$ cat src/rtl/slot_arb_pkg.sv
// Shared definitions for the slot arbiter: occupancy state encoding,
// default depth/width constants and the round-robin pointer helper.
package slot_arb_pkg;

    typedef enum logic [1:0] {
        ST_EMPTY = 2'd0,
        ST_MID   = 2'd1,
        ST_FULL  = 2'd2
    } state_e;

    localparam int DEF_DEPTH = 7;
    localparam int DEF_CW    = 3;

    // Index the round-robin pointer moves to after granting requester idx.
    function automatic int rr_next(input int idx, input int nreq);
        return (idx + 1 >= nreq) ? 0 : idx + 1;
    endfunction

endpackage

$ cat src/rtl/rr_pick.sv
// Rotating priority encoder: finds the first set bit of elig_i searching
// upward from start_i with wrap-around, and returns it one-hot plus its index.
module rr_pick #(
    parameter int N  = 2,
    parameter int IW = (N > 1) ? $clog2(N) : 1
) (
    input  logic [N-1:0]  elig_i,
    input  logic [IW-1:0] start_i,
    output logic [N-1:0]  gnt_o,
    output logic          valid_o,
    output logic [IW-1:0] idx_o
);

    logic [2*N-1:0] rot2;
    logic [N-1:0]   rotLow;

    // Rotate the request vector so the start position lands on bit 0.
    always_comb begin
        rot2   = {elig_i, elig_i} >> start_i;
        rotLow = rot2[N-1:0];
    end

    // Take the lowest set bit of the rotated vector and map it back.
    always_comb begin
        int sum;
        sum     = 0;
        valid_o = 1'b0;
        idx_o   = '0;
        for (int p = 0; p < N; p++) begin
            if (!valid_o && rotLow[p]) begin
                valid_o = 1'b1;
                sum     = int'(start_i) + p;
                if (sum >= N) begin
                    sum = sum - N;
                end
                idx_o   = IW'(sum);
            end
        end
        gnt_o = valid_o ? (N'(1) << idx_o) : '0;
    end

endmodule

$ cat src/rtl/slot_arbiter.sv
// Round-robin arbiter in front of a shared occupancy counter. Requesters
// raise ACQ/REL and receive one-cycle AGNT/RGNT pulses; the count, empty and
// full flags update in the same cycle as the grant.
// Optional build macro SLOT_ARB_PAIR_EN: allows one acquire and one release
// from different requesters to be granted together in the same cycle.
module slot_arbiter
    import slot_arb_pkg::*;
#(
    parameter int NREQ  = 2,
    parameter int DEPTH = DEF_DEPTH,
    parameter int CW    = DEF_CW
) (
    input  logic            CLK,
    input  logic            MR,
    input  logic [NREQ-1:0] ACQ,
    input  logic [NREQ-1:0] REL,
    output logic [NREQ-1:0] AGNT,
    output logic [NREQ-1:0] RGNT,
    output logic [CW-1:0]   CO,
    output logic            EF,
    output logic            FF
);

    localparam int RW = $clog2(NREQ);

    state_e          state_q, state_d;
    logic [CW-1:0]   co_q, co_d;
    logic [NREQ-1:0] agnt_q, agnt_d;
    logic [NREQ-1:0] rgnt_q, rgnt_d;
    logic [RW-1:0]   rr_q, rr_d;

    logic [NREQ-1:0] busy;
    logic            notEmpty;
    logic            notFull;

    // A requester whose grant is on the wire this cycle sits out one round.
    always_comb begin
        busy     = agnt_q | rgnt_q;
        notEmpty = (state_q != ST_EMPTY);
        notFull  = (state_q != ST_FULL);
    end

`ifdef SLOT_ARB_PAIR_EN

    logic [NREQ-1:0] acqBase, relBase;
    logic [NREQ-1:0] aGnt, rGnt;
    logic            aValid, rValid;
    logic [RW-1:0]   aIdx, rIdx;

    // Acquires and releases are searched separately; an acquire from a
    // requester that is also releasing waits, so a pair is always two requesters.
    always_comb begin
        relBase = REL & ~busy;
        acqBase = ACQ & ~REL & ~busy;
    end

    rr_pick #(.N(NREQ), .IW(RW)) u_pickAcq (
        .elig_i (acqBase),
        .start_i(rr_q),
        .gnt_o  (aGnt),
        .valid_o(aValid),
        .idx_o  (aIdx)
    );

    rr_pick #(.N(NREQ), .IW(RW)) u_pickRel (
        .elig_i (relBase),
        .start_i(rr_q),
        .gnt_o  (rGnt),
        .valid_o(rValid),
        .idx_o  (rIdx)
    );

    // Pair when both sides have a winner (count unchanged), otherwise grant
    // a lone acquire or release only if it cannot overflow or underflow.
    always_comb begin
        agnt_d = '0;
        rgnt_d = '0;
        co_d   = co_q;
        rr_d   = rr_q;
        if (aValid && rValid) begin
            agnt_d = aGnt;
            rgnt_d = rGnt;
            rr_d   = RW'(rr_next(int'((aIdx > rIdx) ? aIdx : rIdx), NREQ));
        end else if (aValid && notFull) begin
            agnt_d = aGnt;
            co_d   = co_q + CW'(1);
            rr_d   = RW'(rr_next(int'(aIdx), NREQ));
        end else if (rValid && notEmpty) begin
            rgnt_d = rGnt;
            co_d   = co_q - CW'(1);
            rr_d   = RW'(rr_next(int'(rIdx), NREQ));
        end
    end

`else

    logic [NREQ-1:0] acqElig, relElig;
    logic [NREQ-1:0] pickGnt;
    logic            pickValid;
    logic [RW-1:0]   pickIdx;

    // Release wins over acquire on the same requester; full blocks acquires
    // and empty blocks releases so the count can never wrap.
    always_comb begin
        relElig = REL & ~busy & {NREQ{notEmpty}};
        acqElig = ACQ & ~REL & ~busy & {NREQ{notFull}};
    end

    rr_pick #(.N(NREQ), .IW(RW)) u_pick (
        .elig_i (acqElig | relElig),
        .start_i(rr_q),
        .gnt_o  (pickGnt),
        .valid_o(pickValid),
        .idx_o  (pickIdx)
    );

    // Single winner per cycle; its kind decides the count direction.
    always_comb begin
        agnt_d = '0;
        rgnt_d = '0;
        co_d   = co_q;
        rr_d   = rr_q;
        if (pickValid) begin
            rr_d = RW'(rr_next(int'(pickIdx), NREQ));
            if (|(pickGnt & relElig)) begin
                rgnt_d = pickGnt;
                co_d   = co_q - CW'(1);
            end else begin
                agnt_d = pickGnt;
                co_d   = co_q + CW'(1);
            end
        end
    end

`endif

    // Occupancy state follows the count it is about to hold.
    always_comb begin
        state_d = state_q;
        case (state_q)
            ST_EMPTY: begin
                if (co_d == CW'(DEPTH)) begin
                    state_d = ST_FULL;
                end else if (co_d != '0) begin
                    state_d = ST_MID;
                end
            end
            ST_MID: begin
                if (co_d == '0) begin
                    state_d = ST_EMPTY;
                end else if (co_d == CW'(DEPTH)) begin
                    state_d = ST_FULL;
                end
            end
            ST_FULL: begin
                if (co_d == '0) begin
                    state_d = ST_EMPTY;
                end else if (co_d != CW'(DEPTH)) begin
                    state_d = ST_MID;
                end
            end
            default: state_d = ST_EMPTY;
        endcase
    end

    // Register everything; reset drops any pending grant and empties the pool.
    always_ff @(posedge CLK) begin
        if (MR) begin
            state_q <= ST_EMPTY;
            co_q    <= '0;
            agnt_q  <= '0;
            rgnt_q  <= '0;
            rr_q    <= '0;
        end else begin
            state_q <= state_d;
            co_q    <= co_d;
            agnt_q  <= agnt_d;
            rgnt_q  <= rgnt_d;
            rr_q    <= rr_d;
        end
    end

    assign AGNT = agnt_q;
    assign RGNT = rgnt_q;
    assign CO   = co_q;
    assign EF   = (state_q == ST_EMPTY);
    assign FF   = (state_q == ST_FULL);

endmodule

$ cat config.mk
export PLATFORM = sky130hd
export DESIGN_NAME = slot_arbiter
export DESIGN_NICKNAME = d
export VERILOG_FILES = /design/src/rtl/slot_arb_pkg.sv /design/src/rtl/rr_pick.sv /design/src/rtl/slot_arbiter.sv
export SDC_FILE = /design/constraint.sdc
export NUM_CORES = 1
export LEC_CHECK = 0
export ABC_AREA = 1
export CAP_MARGIN = 20
export CORE_MARGIN = 5
export CORE_UTILIZATION = 46
export CTS_BUF_LIST = sky130_fd_sc_hd__clkbuf_8 sky130_fd_sc_hd__clkbuf_16
export DETAILED_ROUTE_END_ITERATION = 8
export PLACE_DENSITY = 0.75
export SLEW_MARGIN = 20
export SYNTH_ARGS = -nofsm -noshare
export SYNTH_HDL_FRONTEND = slang
export SYNTH_HIERARCHICAL = 1
export SYNTH_SLANG_ARGS = --single-unit
$ cat constraint.sdc
create_clock -name CLK -period 3.5 [get_ports CLK]
set_input_delay 0.875 -clock CLK [delete_from_list [all_inputs] [get_ports CLK]]
set_output_delay 0.875 -clock CLK [all_outputs]
set_load 0.01 [all_outputs]
Yosys cells after proc, flatten, opt, wreduce, memory -nomap -nowiden --
Index checks and enable logic that the tools add are counted.
Word-level totals: word-level logic and storage cells 63, register bits after elaboration 10, output and inout port bits 9, input port bits 6
Cells by class: reductions and logical operators 10, bitwise logic cells 12, shift-type cells 2, add/subtract/negate cells 6, equality and inequality tests 8, muxes and demuxes 17, $lt $le $gt $ge 3
Operators by type and width (count):
- two-way mux 2 bit | 7
- bitwise AND 2 bit | 6
- two-way mux 1 bit | 7
- two-way mux 3 bit | 2
- inequality test 3 x 1 -> 1 bit, second input constant | 2
- inequality test 3 bit, second input constant | 2
- case mux 2 bit (3 select lines) | 1
- adder 1 x 1 -> 2 bit, second input constant | 2
- greater-or-equal comparator 2 bit, second input constant | 2
- NOT 2 bit | 2
- OR 2 bit | 2
- OR reduction 4 bit | 1
- >> shifter 4 x 1 -> 2 bit | 1
- adder 3 x 1 -> 3 bit, second input constant | 1
- equality test 3 bit, second input constant | 1
- zero test 3 bit | 1
- AND reduction 3 bit | 1
- nonzero test 3 bit | 1
- OR reduction 3 bit | 1
- subtractor 3 x 1 -> 3 bit, second input constant | 1
- equality test 2 x 1 -> 1 bit, second input constant | 1
- equality test 2 bit, second input constant | 1
- greater-or-equal comparator 1 x 2 -> 1 bit, second input constant | 1
- zero test 2 bit | 1
- other kinds (8) | 10

Longest topological paths before layout --
word-level depth 20, mapped depth 17, mapped depth without buffers 17

Hierarchy --
The synthesis kept the hierarchy.
By module, submodules not included:
- slot_arbiter | sequential area each 200.2 um^2, instances 1, cells each 68, area each 570.5 um^2
- rr_pick | sequential area each 0.0 um^2, instances 1, cells each 7, area each 30.0 um^2

Least setup slack after synthesis --
Ideal clock, no wire load.
path kind input-to-reg, start in ACQ[0], end reg state_q[1], arrival 2.752 ns, stages 15, path buffers 0, setup slack 0.632 ns, data required time 3.385 ns, setup time 0.115 ns, cell sequence nand2_1 -> o31ai_1 -> inv_1 -> a21oi_1 -> nand4_4 -> nand2_4 -> fa_1 -> inv_1 -> nand2_1 -> o21ai_1 -> inv_1 -> nor2_1 -> nand3_1 -> nand2_2 -> a21oi_2
Between the ends: cells in the longest elaborated chain, start to end 18, elaborated cells between the ends (all ways) 29, classes of those cells eq/ne (5); shift (2); mux (11); bitwise (5); reduce/logical (6)
Ends and longest elaborated chain:
- from (decl) | RTL line slot_arbiter.sv:15 | input logic [NREQ-1:0] ACQ,
- bitwise AND 2 bit * (3 in a row) | RTL line slot_arbiter.sv:106 | acqElig = ACQ & ~REL & ~busy & {NREQ{notFull}};
- OR 2 bit * | RTL line slot_arbiter.sv:110 | .elig_i (acqElig | relElig),
- >> shifter 4 x 1 -> 2 bit * | RTL line rr_pick.sv:19 | rot2 = {elig_i, elig_i} >> start_i;
- two-way mux 1 bit | RTL line rr_pick.sv:30 | if (!valid_o && rotLow[p]) begin
- zero test 1 bit | RTL line rr_pick.sv:30
- logical AND 1 bit | RTL line rr_pick.sv:30
- two-way mux 1 bit | RTL line rr_pick.sv:30
- << shifter 1 x 1 -> 2 bit | RTL line rr_pick.sv:39 | gnt_o = valid_o ? (N'(1) << idx_o) : '0;
- two-way mux 2 bit * | RTL line rr_pick.sv:39
- net pickGnt[0] | RTL line slot_arbiter.sv:98 | logic [NREQ-1:0] pickGnt;
- bitwise AND 2 bit * | RTL line slot_arbiter.sv:125 | if (|(pickGnt & relElig)) begin
- OR reduction 2 bit * | RTL line slot_arbiter.sv:125
- two-way mux 3 bit * | RTL line slot_arbiter.sv:125
- two-way mux 3 bit * | RTL line slot_arbiter.sv:123 | if (pickValid) begin
- equality test 3 bit, or another cell as far along | RTL line slot_arbiter.sv:142, slot_arbiter.sv:151
- inequality test 3 bit (no line), or another cell as far along
- AND reduction 3 bit (no line) or case mux 2 bit (3 select lines) (tied branches)
- to (signal assigned) | RTL line slot_arbiter.sv:175 | state_q <= state_d;
- to (decl) | RTL line slot_arbiter.sv:26 | state_e state_q, state_d;
Mark *: on every way through the listed nets, which the timed path passes. The rest lies on a longest branch. A chain may end at the register's enable or synchronous reset.

Final worst setup path --
start in ACQ[1], end reg state_q[1]
The elaborated chain is that of the path after synthesis.

==> run_results.csv <==
group,metric,value,unit
status,status,"finished, final reports clean",
sta,report.final.hold_viol_count,0,
clocking,cts_hold_buffers,0,
pwr,p_seq_share,25.6,%
clocking,cts.sinks,10,
setup_path,critPathSlowestCell,"clkdlybuf4s50_1",
logic_synthesis,ys_ff_latch,10,
die,core,0.00127,sq mm
logic_synthesis,synth_edf_count,0,
clocking,path_clk_slew,0.04,ns
pwr,ir_drop,0.000430,V
drt,wl_per_cell,10.6,um
die,dieHeight,46.1,um
place,place.gp.congestion,0.708,
sta,fin_crit_sh,92.2,%
logic_synthesis,ys_seq_area_share,33.3,%
setup_path,r2r_slack,0.88,ns
setup_path,cp-end-kind,"flip-flop",
logic_synthesis,synth_fp_nets,82,
setup_path,cpMostUsedCell,"inv_1",
sta,fmax,0.310,GHz
pwr,clkPwrFrac,16.3,%
grt,grt_max_degree,11,
drt,totalWireLength,1.18,mm
clocking,clkLatencyLatePin,0.23,ns
cells_and_area,syn2layout_area_growth,39.6,%
setup_path,max_stage_delay,0.45,ns
setup_path,critPathKind,"in2reg",
clocking,postCtsResizedCells,0,
pwr,p_int,0.000404,W
clocking,htree_num_levels,1,
logic_synthesis,yosysWarningCount,6,
clocking,cts_setup_buffers,0,
cells_and_area,final_area,838,sq um
grt,grt_usage,13.9,%
setup_path,cp.arrival,3.35,ns
sta,clock_skew,0.000638,ns
setup_path,crit_chain,"clkdlybuf4s50_1, nand2_1, o31ai_1, inv_1, a21oi_1, nand4_4, nand2_4, fa_1, inv_1, nand2_1, o21ai_1, inv_1, nor2_1, nand3_1, nand2_2, a21oi_2",
sta,setup_viol,0,
sta,fin_crit,3.23,ns
drt,viasPerCell,4.75,
grt,grt_antenna_before_repair,0,
clocking,clockBufferDepth,2,
place,hpwl,952,um
sta,report.final.slew_viol_count,0,
pwr,power_switching,0.000306,W
drt,drt_iter0_markers,6,
worst_hold_path,min_path_type,"reg2reg",
pwr,pwr-share-comb,58.1,%
job,maxCapViolations,0,
cells_and_area,fillers,118,
drt,ant_nets,0,
place,placed_area,797,sq um
sta,hold_slack,0.511,ns
clocking,cts-root-buf,"clkbuf_8",
worst_hold_path,min_path_cells,2,
drt,post-route-drc-count,0,
die,io_pins,15,
sta,tns,0,ns
cells_and_area,fin_nets,106,
setup_path,reg2regPathDepth,16,
die,start_util,47.3,%
sta,rsz0062_at_grt,"false",
sta,max_slew_margin,75.5,%
drt,detailroute.via_count,532,
die,die_area,0.00213,sq mm
logic_synthesis,synth_top_area_share,33.3,%
setup_path,path_max_fanout,3,
setup_path,cp.required,3.63,ns
grt,grt_pass1_wl,2.01,mm
pwr,cellPowerDensity,846,mW/mm^2
logic_synthesis,synth.area.top_cells,"dfxtp_1 33%, inv_1 9.4%, nand4_4 7.1%, nand2_4 5.6%, nand3_2 5.0%",
logic_synthesis,synth_area,601,sq um
die,fp.dieW,46.1,um
pwr,switching_share,43.1,%
cells_and_area,layout_commonest_cell,"inv_1",
logic_synthesis,yosysTopAreaCell,"dfxtp_1",
logic_synthesis,ys_async_sr_fraction,0,%
place,portBuffers,14,
logic_synthesis,avgSynthCellArea,8.01,sq um
drt,drt_first_pass_iters,4,
setup_path,start_kind,"input pin",
pwr,p_leak,0.393,nW
logic_synthesis,synth_cells,75,
logic_synthesis,yosysUniqueCellTypes,22,
clocking,cts_buffers,3,
grt,grt_overflow_total,0,
cells_and_area,diodes,0,
clocking,cts_tree,"done",
grt,grt_pass1_vias,505,
die,row_count,13,
cells_and_area,drive_above_1_share,25.8,%
sta,worst_pin_slew,0.366,ns
cells_and_area,final_cell_mix,"15 x inv_1, 14 x clkdlybuf4s50_1, 10 x dfxtp_1, 8 x nor2_1, 8 x nand2_1",
logic_synthesis,synth_top_flop_cell,"dfxtp_1",
-- stage by stage --
| stage | setup WS (ns) | cells | total power [W] | util (%) |
|---|---|---|---|---|
| finish | 0.272 | 112 | 0.000709 | 66.1 |
| floorplan | 0.632 | 75 | 0.000466 | - |
| detailed placement | 0.0388 | 109 | 0.000595 | 62.8 |
| global route | 0.0167 | 112 | 0.000774 | 66.1 |
| CTS | 0.276 | 112 | 0.000717 | 66.1 |
| global placement | 0.0720 | 109 | 0.000587 | 62.8 |
-- power groups by stage --
stage                     Clock (W)  Combinational (W)  Sequential [W]
final                      0.000116           0.000412        0.000181
after global routing       0.000127           0.000459        0.000188
after floorplan                   0           0.000274        0.000191
after CTS                  0.000119           0.000416        0.000181
after detailed placement          0           0.000412        0.000183
after global placement            0           0.000405        0.000181
-- worst paths after layout --
| path | endpoint | from |
|---|---|---|
| worst max-delay path | state_q[1] | ACQ[1] |
| worst min-delay path | CO[2] | CO[2] |
| worst max register to register | state_q[1] | RGNT[1] |
| worst min register to register | CO[2] | CO[2] |
-- synth_stat cells (2+ instances only) --
master,count
inv_2,2
nand2_4,3
nand4_1,2
nand3_1,4
nand2_1,8
a21oi_1,5
dfxtp_1,10
nand2_2,2
inv_1,15
o31ai_1,2
nand4_4,2
nor2_1,8
nand3_2,3
-- metal layers --
metal	GRT usage, %	wire [um]	up-vias
met4	8.52	27	0
li1	-	-	284
met2	23.6	590	10
met1	14.2	487	236
met5	0	0	-
met3	5.08	79	2
-- final cells by class --
type | instances | area, sq um | area share [%]
repair buffers | 20 | 185 | 22.1
clock buffers | 3 | 41.3 | 4.93
well taps | 15 | 18.8 | 2.24
flip-flops and latches | 10 | 200 | 23.9
multi-input cells | 47 | 329 | 39.3
inverters | 17 | 63.8 | 7.61
-- sequential cells by signal, summed over array words and instances, names as in the netlist --
name / flops
CO: 3
AGNT: 2
state_q: 2
rr_q: 1
RGNT: 2
-- critical path: cells and delay by family --
kind | cells | cell delay [ns]
fa+ha+maj | 1 | 0.40
compound gates | 4 | 0.74
simple gates | 7 | 0.65
buf+inv | 4 | 0.69
-- kinds of logic (layout without fill, tap and decap cells) --
group                      after synthesis  count (layout)  share of synthesized area [%]
and+or+nand+nor                         35              35                           40.2
DFF                                     10              10                           33.3
buffers and inverters                   18              40                           11.9
adders and majority gates                1               1                           3.33
AOI/OAI and AO/OA                       10              10                           9.79
xor gates and xnor gates                 1               1                           1.46
No activity file was read; power rests on OpenSTA's default activity.
